### src/rtl/vga_mem_arbiter.sv
// Time-slotted arbiter sharing one single-port synchronous pixel RAM between
// the VGA scan-out fetch path (priority, hard deadline) and a host req/ack port.
module vga_mem_arbiter #(
    parameter int ADDR_W          = 16,
    parameter int DATA_W          = 8,
    parameter int TICKS_PER_PIXEL = 6
) (
    input  logic              clk,
    input  logic              rst,
    input  logic              pix_strobe,
    input  logic              disp_req,
    input  logic [ADDR_W-1:0] disp_addr,
    output logic [DATA_W-1:0] disp_data,
    output logic              disp_valid,
    output logic              disp_overrun,
    input  logic              host_req,
    input  logic              host_we,
    input  logic [ADDR_W-1:0] host_addr,
    input  logic [DATA_W-1:0] host_wdata,
    output logic              host_ack,
    output logic [DATA_W-1:0] host_rdata,
    output logic [ADDR_W-1:0] mem_addr,
    output logic [DATA_W-1:0] mem_wdata,
    output logic              mem_we,
    input  logic [DATA_W-1:0] mem_rdata
);

    localparam int SW = $clog2(TICKS_PER_PIXEL);
    localparam logic [SW-1:0] SLOT_MAX  = SW'(TICKS_PER_PIXEL - 1);
    // Last slot at which a host access still completes before the next strobe.
    localparam logic [SW-1:0] HOST_LAST = SW'(TICKS_PER_PIXEL - 3);

    localparam logic [2:0] IDLE    = 3'd0;
    localparam logic [2:0] D_ISSUE = 3'd1;
    localparam logic [2:0] D_WAIT  = 3'd2;
    localparam logic [2:0] H_ISSUE = 3'd3;
    localparam logic [2:0] H_WAIT  = 3'd4;

    logic [2:0]        state;
    logic [SW-1:0]     slot_cnt;
    logic [SW-1:0]     slot;
    logic              pend;
    logic [ADDR_W-1:0] pend_addr;
    logic              lat_we;
    logic              disp_go;
    logic              host_go;

    assign slot    = pix_strobe ? '0 : slot_cnt;
    assign disp_go = (pix_strobe && disp_req) || pend;
    assign host_go = host_req && !host_ack && (slot <= HOST_LAST);

    // mem_addr / mem_wdata double as the access latch; they are loaded on the
    // grant so the RAM sees the address in the ISSUE cycle.
    always_ff @(posedge clk) begin
        if (rst) begin
            state        <= IDLE;
            slot_cnt     <= SLOT_MAX;
            pend         <= 1'b0;
            pend_addr    <= '0;
            lat_we       <= 1'b0;
            disp_data    <= '0;
            disp_valid   <= 1'b0;
            disp_overrun <= 1'b0;
            host_ack     <= 1'b0;
            host_rdata   <= '0;
            mem_addr     <= '0;
            mem_wdata    <= '0;
            mem_we       <= 1'b0;
        end else begin
            // NOTE: all state uses non-blocking assignments so every branch
            // below sees the pre-edge values of state, pend and host_ack.
            slot_cnt     <= (slot == SLOT_MAX) ? SLOT_MAX : slot + 1'b1;
            mem_we       <= 1'b0;
            disp_valid   <= 1'b0;
            disp_overrun <= 1'b0;
            host_ack     <= 1'b0;

            if (pix_strobe && (state != IDLE)) begin
                disp_overrun <= 1'b1;
                if (disp_req) begin
                    pend      <= 1'b1;
                    pend_addr <= disp_addr;
                end
            end

            case (state)
                IDLE: begin
                    if (disp_go) begin
                        mem_addr <= pend ? pend_addr : disp_addr;
                        pend     <= 1'b0;
                        state    <= D_ISSUE;
                    end else if (host_go) begin
                        mem_addr  <= host_addr;
                        mem_wdata <= host_wdata;
                        mem_we    <= host_we;
                        lat_we    <= host_we;
                        state     <= H_ISSUE;
                    end
                end
                D_ISSUE: state <= D_WAIT;
                D_WAIT: begin
                    disp_data  <= mem_rdata;
                    disp_valid <= 1'b1;
                    state      <= IDLE;
                end
                H_ISSUE: state <= H_WAIT;
                H_WAIT: begin
                    if (!lat_we) host_rdata <= mem_rdata;
                    host_ack <= 1'b1;
                    state    <= IDLE;
                end
                default: state <= IDLE;
            endcase
        end
    end

endmodule
### config.mk
export PLATFORM = sky130hd
export DESIGN_NAME = vga_mem_arbiter
export DESIGN_NICKNAME = d
export VERILOG_FILES = /design/src/rtl/vga_mem_arbiter.sv
export SDC_FILE = /design/constraint.sdc
export NUM_CORES = 1
export LEC_CHECK = 0
export ABC_AREA = 1
export CORE_MARGIN = 4
export CORE_UTILIZATION = 50
export DETAILED_ROUTE_END_ITERATION = 6
export DONT_BUFFER_PORTS = 1
export GPL_TIMING_DRIVEN = 0
export MAX_ROUTING_LAYER = met4
export PLACE_DENSITY = 0.67
export SLEW_MARGIN = 20
export SYNTH_ARGS = -nofsm -noshare
export SYNTH_HDL_FRONTEND = slang
export SYNTH_SLANG_ARGS = --single-unit
### constraint.sdc
create_clock -name clk -period 1.2 [get_ports clk]
set_input_delay 0.24 -clock clk [delete_from_list [all_inputs] [get_ports clk]]
set_output_delay 0.24 -clock clk [all_outputs]
set_load 0.02 [all_outputs]
After elaboration in Yosys (flattened, before gate mapping)
Index checks and enable logic that the tools add are counted.
{"block": "totals", "reg_bits": 68, "latchBits": 0, "ramBits": 0, "mem_bits_ro": 0, "in_bits": 54, "output_inout_bits": 44, "wordCells": 54, "mem_count": 0}
{"block": "classes", "addsub": 1, "multipliers": 0, "n_div": 0, "n_lt_le_gt_ge": 1, "eq_ne": 6, "shifts": 0, "n_mux": 14, "bitwise": 4, "n_reduce_logical": 15}
{"cell": "$mux W16", "count": 3}
{"cell": "$mux W3", "count": 3}
{"cell": "$pmux W3 S3", "count": 1}
{"cell": "$mux W1", "count": 7}
{"cell": "$eq A3 B2 Y1 const B", "count": 2}
{"cell": "$eq A3 B3 Y1 const B", "count": 2}
{"cell": "$reduce_and A2 Y1", "count": 3}
{"cell": "$logic_and A1 B1 Y1", "count": 4}
{"cell": "$not A1 Y1", "count": 4}
{"cell": "$reduce_or A4 Y1", "count": 1}
{"cell": "$add A3 B1 Y3 const B", "count": 1}
{"cell": "$eq A3 B1 Y1 const B", "count": 1}
{"cell": "$le A3 B2 Y1 const B", "count": 1}
{"cell": "$logic_not A3 Y1", "count": 1}
{"cell": "$ne A3 B3 Y1 const B", "count": 1}
{"cell": "$reduce_and A3 Y1", "count": 1}
{"cell": "$reduce_bool A3 Y1", "count": 1}
{"cell": "$reduce_bool A2 Y1", "count": 1}
{"cell": "$reduce_or A2 Y1", "count": 1}
{"cell": "$logic_not A1 Y1", "count": 1}
{"cell": "$logic_or A1 B1 Y1", "count": 1}

Depth between registers and ports, before layout
{"block": "logic_depth", "word_depth": 6, "depth_mapped": 10, "ltp_nobuf": 8}

Worst setup path before layout
Ideal clock, no wire load.
{"block": "synth_timing", "kind": "register to register", "start": "register pend", "end": "register mem_wdata[6]", "arrival_ns": 1.140, "setup_slack_ns": -0.055, "path_stages_with_launch": 9, "period_less_slack_ns": 1.255, "cell_sequence": "dfxtp_1 > buf_4 > inv_2 > nand2_4 > nor2_4 > buf_4 > nand3b_1 > nand2_1 > nor2_1"}
{"block": "synth_via", "elab_chain_len": 3}
{"item": "start, declared", "line": "42", "text": "logic pend;"}
{"item": "start signal, assigned", "line": "58", "text": "pend <= 1'b0;"}
{"item": "start signal, assigned", "line": "81", "text": "pend <= 1'b1;"}
{"item": "start signal, assigned", "line": "90", "text": "pend <= 1'b0;"}
{"item": "$logic_or A1 B1 Y1", "line": "49", "text": "assign disp_go = (pix_strobe && disp_req) || pend;"}
{"item": "$not A1 Y1 (no line)"}
{"item": "$reduce_and A3 Y1 (no line)"}
{"item": "end signal, assigned", "line": "94", "text": "mem_wdata <= host_wdata;"}
{"item": "end, declared", "line": "23", "text": "output logic [DATA_W-1:0] mem_wdata,"}
No other way between the ends.
A chain may end at the register's enable or synchronous reset.

Worst setup path in the final report
{"block": "layout_timing", "start": "register pend", "end": "register mem_addr[7]"}
{"block": "layout_via", "elab_chain_len": 3, "word_cells_on_any_way": 5, "classes_between": "2 x mux; 3 x reduce/logical"}
{"item": "$logic_or A1 B1 Y1", "line": "49"}
{"item": "$reduce_bool A2 Y1 (no line)"}
{"item": "$reduce_and A2 Y1 (no line)"}
{"item": "end signal, assigned", "line": "89", "text": "mem_addr <= pend ? pend_addr : disp_addr;"}
{"item": "end signal, assigned", "line": "93", "text": "mem_addr <= host_addr;"}
{"item": "end, declared", "line": "22", "text": "output logic [ADDR_W-1:0] mem_addr,"}
Parallel ways exist; a longest one is shown, timed or not.

==> impl_results.rst <==
.. list-table::
   :header-rows: 1

   * - Metric
     - Value
   * - Run status
     - finished with violations
   * - Failing checks
     - negative setup slack
   * - Sequential Power Share
     - 48.1%
   * - WL met3
     - 601 um
   * - Synth async-reset ratio
     - 0%
   * - Library cell used as clock root buffer
     - clkbuf_8
   * - Flop and latch count out of synthesis
     - 68
   * - Net switching power
     - 1.84 mW
   * - Final routed wire length divided by cell count
     - 13.4 um
   * - Max Clock Skew
     - 0.00621 ns
   * - Max_cap viols
     - 0
   * - Num CTS Buffers
     - 9
   * - Via density per instance
     - 5.01
   * - IO Count
     - 98
   * - Slew @ Worst Pin
     - 0.480 ns
   * - Met2 wire len
     - 3.63 mm
   * - Nets@finish
     - 523
   * - Hold slack final
     - 0.0297 ns
   * - Filler cells
     - 520
   * - Total routing resource utilization after global routing
     - 20.4%
   * - Synth Area per Inst
     - 6.74 um2
   * - Worst Path Class, Setup
     - flop to flop
   * - Primary FF master, synth
     - dfxtp_1
   * - Clock latency on the worst-skew pair
     - 0.33 ns
   * - Class of the worst hold path
     - primary input to flop
   * - DP Area
     - 3100 um2
   * - Starting density of the core
     - 53.0%
   * - Iteration count of the initial detailed-routing pass
     - 5
   * - Number of global-route vias before repair
     - 2577
   * - Maximum count of clock buffers along a single path
     - 2
   * - Width of the chip
     - 85.4 um
   * - TritonCTS Sinks
     - 68
   * - Capturing instance or port of the critical path
     - mem_addr[7]
   * - Internal Pwr Total
     - 4.03 mW
   * - Signed area change from the synthesized netlist to the final layout
     - 20.7%
   * - Worst vdd ir
     - 0.952 mV
   * - Min Clock Period, post-route
     - 1.20 ns
   * - Total inserted antenna cells
     - 0
   * - Total power divided by cell area
     - 1630 nW/um2
   * - Detailed router's first-iteration violation count
     - 105
   * - Total leakage power
     - 1.66 nW
   * - Die height
     - 85.4 um
   * - Max-slew violation count
     - 0
   * - Highest routing layer actually used
     - met4
   * - Met1 routed wirelength after detailed routing
     - 2.94 mm
   * - Antenna Violating Nets Remaining
     - 0
   * - R2R cell count
     - 10
   * - Half-perimeter wire length after detailed placement
     - 5.13 mm
   * - Cell area after layout
     - 3610 um2
   * - Achievable frequency
     - 830 MHz
   * - Maximum number of pins on one net before global-route repair
     - 17
   * - CTS tree
     - built
   * - Startpoint of the worst register-to-register path
     - pend
   * - Port Buffer Count
     - 0
   * - Total DRC errors in the routed layout
     - 0
   * - Worst setup SP type
     - flop
   * - Total vias in the final route
     - 2724
   * - Non-Filler Instances
     - 544
   * - Initial antenna violation count
     - 0
   * - Number of standard-cell rows in the floorplan
     - 27
   * - CTS H-tree lvls
     - 3
   * - Data required, critical path
     - 1.43 ns
   * - Synthesis warning total
     - 0
   * - Hold violation total from the final report
     - 0
   * - RSZ-0062 raised after global routing
     - yes
   * - End of the worst register-to-register path
     - mem_addr[7]
   * - Count of flip-flops with a built-in enable after synthesis
     - 0
   * - Gate power share
     - 19.8%
   * - Worst R2R Setup Slack
     - -0.005 ns
   * - Post-CTS clock slew at the launch and capture registers of the worst setup and hold paths
     - 0.07 ns
   * - Post-Synthesis Cells
     - 444
   * - Setup slack after layout
     - -0.00469 ns
   * - Setup Viol. Count Final
     - 2
   * - WP data arrival
     - 1.43 ns
   * - Final critical-path share of the clock period
     - 100%
   * - Total instance count after detailed placement
     - 516
   * - Final Total Pwr
     - 5.87 mW
   * - Fraction of final layout cells with drive strength greater than 1
     - 16.9%
   * - Net Count, Synth
     - 500
   * - Portion of the post-synthesis area used by sequential elements
     - 45.5%
   * - Part of the total power dissipated in the clock network
     - 32.1%
   * - Mapped Area
     - 2990 um2
   * - Net switching share of the total power
     - 31.3%
   * - Distinct cells, synth
     - 24
   * - Critical Path End Type
     - flop
   * - Maximum net fanout on the critical path
     - 6
   * - Max_slew headroom
     - 68.0%
   * - DRT Wirelength
     - 7.31 mm
   * - Launch point of the critical path
     - pend
   * - Global-route wire length before repair
     - 11.6 mm
   * - Area of the core region
     - 5640 um2
   * - Remaining Overflow, GRT
     - 0
   * - Gp weighted congestion
     - 0.798
   * - Floorplan die area
     - 7290 um2
[Yosys cell counts (3+ instances only)]
cell      count  area, um2
nor2_1       78        293
nand3_1       4       20.0
buf_2         5       25.0
buf_4         4       30.0
nand3b_1      9       67.6
dfxtp_1      68       1360
o21ai_0      35        175
nand2_1     144        541
clkbuf_1      7       26.3
inv_1        44        165
a21oi_1      25        125
buf_6         3       33.8
[repair_timing]
action,4_1_cts,5_1_grt
hold buffers,1,0
gates cloned,2,0
pin swaps,4,12
buffers inserted,8,2
setup endpoints to repair,46,43
endpoints found under the hold margin,6,0
resized for setup,33,49
[sequential cells by signal, indices dropped and copies added (netlist names), 3 cells and up]
| name | flops |
|---|---|
| disp_data | 8 |
| host_rdata | 8 |
| mem_addr | 16 |
| mem_wdata | 8 |
| pend_addr | 16 |
| slot_cnt | 3 |
| state | 3 |
[power by group through the flow]
| stage | registers [mW] | clock network, mW | logic [mW] |
|---|---|---|---|
| 6_report | 2.83 | 1.88 | 1.16 |
| 5_1_grt | 2.85 | 2.07 | 1.31 |
| 4_1_cts | 2.83 | 1.95 | 1.02 |
| 3_5_place_dp | 2.88 | 0 | 0.906 |
| 3_3_place_gp | 2.87 | 0 | 0.892 |
| 2_1_floorplan | 2.84 | 0 | 0.743 |
[how the worst min path moves through the flow]
| stage | cells past startpoint | slack, ns | from | to |
|---|---|---|---|---|
| 6_report | 2 | 0.03 | pix_strobe | slot_cnt[0] |
| 5_1_grt | 2 | 0.03 | pix_strobe | slot_cnt[0] |
| 4_1_cts | 2 | 0.04 | pix_strobe | slot_cnt[0] |
| 3_5_place_dp | 1 | 0.31 | rst | host_ack |
| 3_3_place_gp | 1 | 0.31 | rst | host_ack |
| 2_1_floorplan | 1 | 0.30 | rst | host_ack |
[through the flow]
| step | util, % | setup slack (ns) | setup TNS, ns |
|---|---|---|---|
| CTS | 61.5 | 0.0000734 | 0 |
| global placement | 55.0 | -0.287 | -6.88 |
| global route | 64.0 | -0.0585 | -0.947 |
| detailed placement | 55.0 | -0.315 | -7.18 |
| finish | 64.0 | -0.00469 | -0.00765 |
| floorplan | - | 0.00635 | 0 |
[cell usage in the layout, fill, tap and decap left out, drive strengths merged, types with 2 or more instances in the layout]
| cell | instances |
|---|---|
| nor2 | 80 |
| nor3 | 2 |
| nand3 | 4 |
| dfxtp | 68 |
| a21oi | 25 |
| nand2 | 148 |
| o21ai | 35 |
| inv | 48 |
| nand3b | 9 |
| nor4 | 2 |
| ha | 2 |
| clkbuf | 18 |
| clkinv | 2 |
| buf | 25 |
[worst max-delay path, stage by stage (launching register included)]
cell	delay, ns
dfxtp_2	0.32
buf_6	0.13
inv_8	0.07
nand2_8	0.07
inv_8	0.08
nand2_8	0.05
nand2_8	0.09
buf_6	0.13
nand2_1	0.06
nand2_1	0.05
nor2_1	0.04
[per-layer routing]
layer  track usage, %  vias to the layer above
met5                -                        -
met4             8.63                        0
met3             5.63                       13
met2             34.0                       85
met1             23.0                     1218
li1                 -                     1408
[logic make-up (layout without fill, tap and decap cells)]
kind of cell	count (synthesis)	count (layout)	synth area share [%]
DFF	68	68	45.5
xor gates and xnor gates	1	1	0.293
and+or+nand+nor	245	245	33.3
buffers and inverters	68	96	10.1
adders and majority gates	2	2	0.836
AOI/OAI and AO/OA	60	60	10.0
[final cells by class]
cell class / instances / area, um2 / share of cell area (%)
Timing Repair Buffer: 13 / 111 / 3.08
Buffer: 19 / 159 / 4.40
Sequential cell: 68 / 1370 / 38.0
Multi-Input combinational cell: 308 / 1470 / 40.8
Clock inverter: 4 / 47.5 / 1.32
Clock buffer: 12 / 155 / 4.30
Inverter: 48 / 203 / 5.61
Tap cell: 72 / 90.1 / 2.49
(Power assumes the default switching activity.)
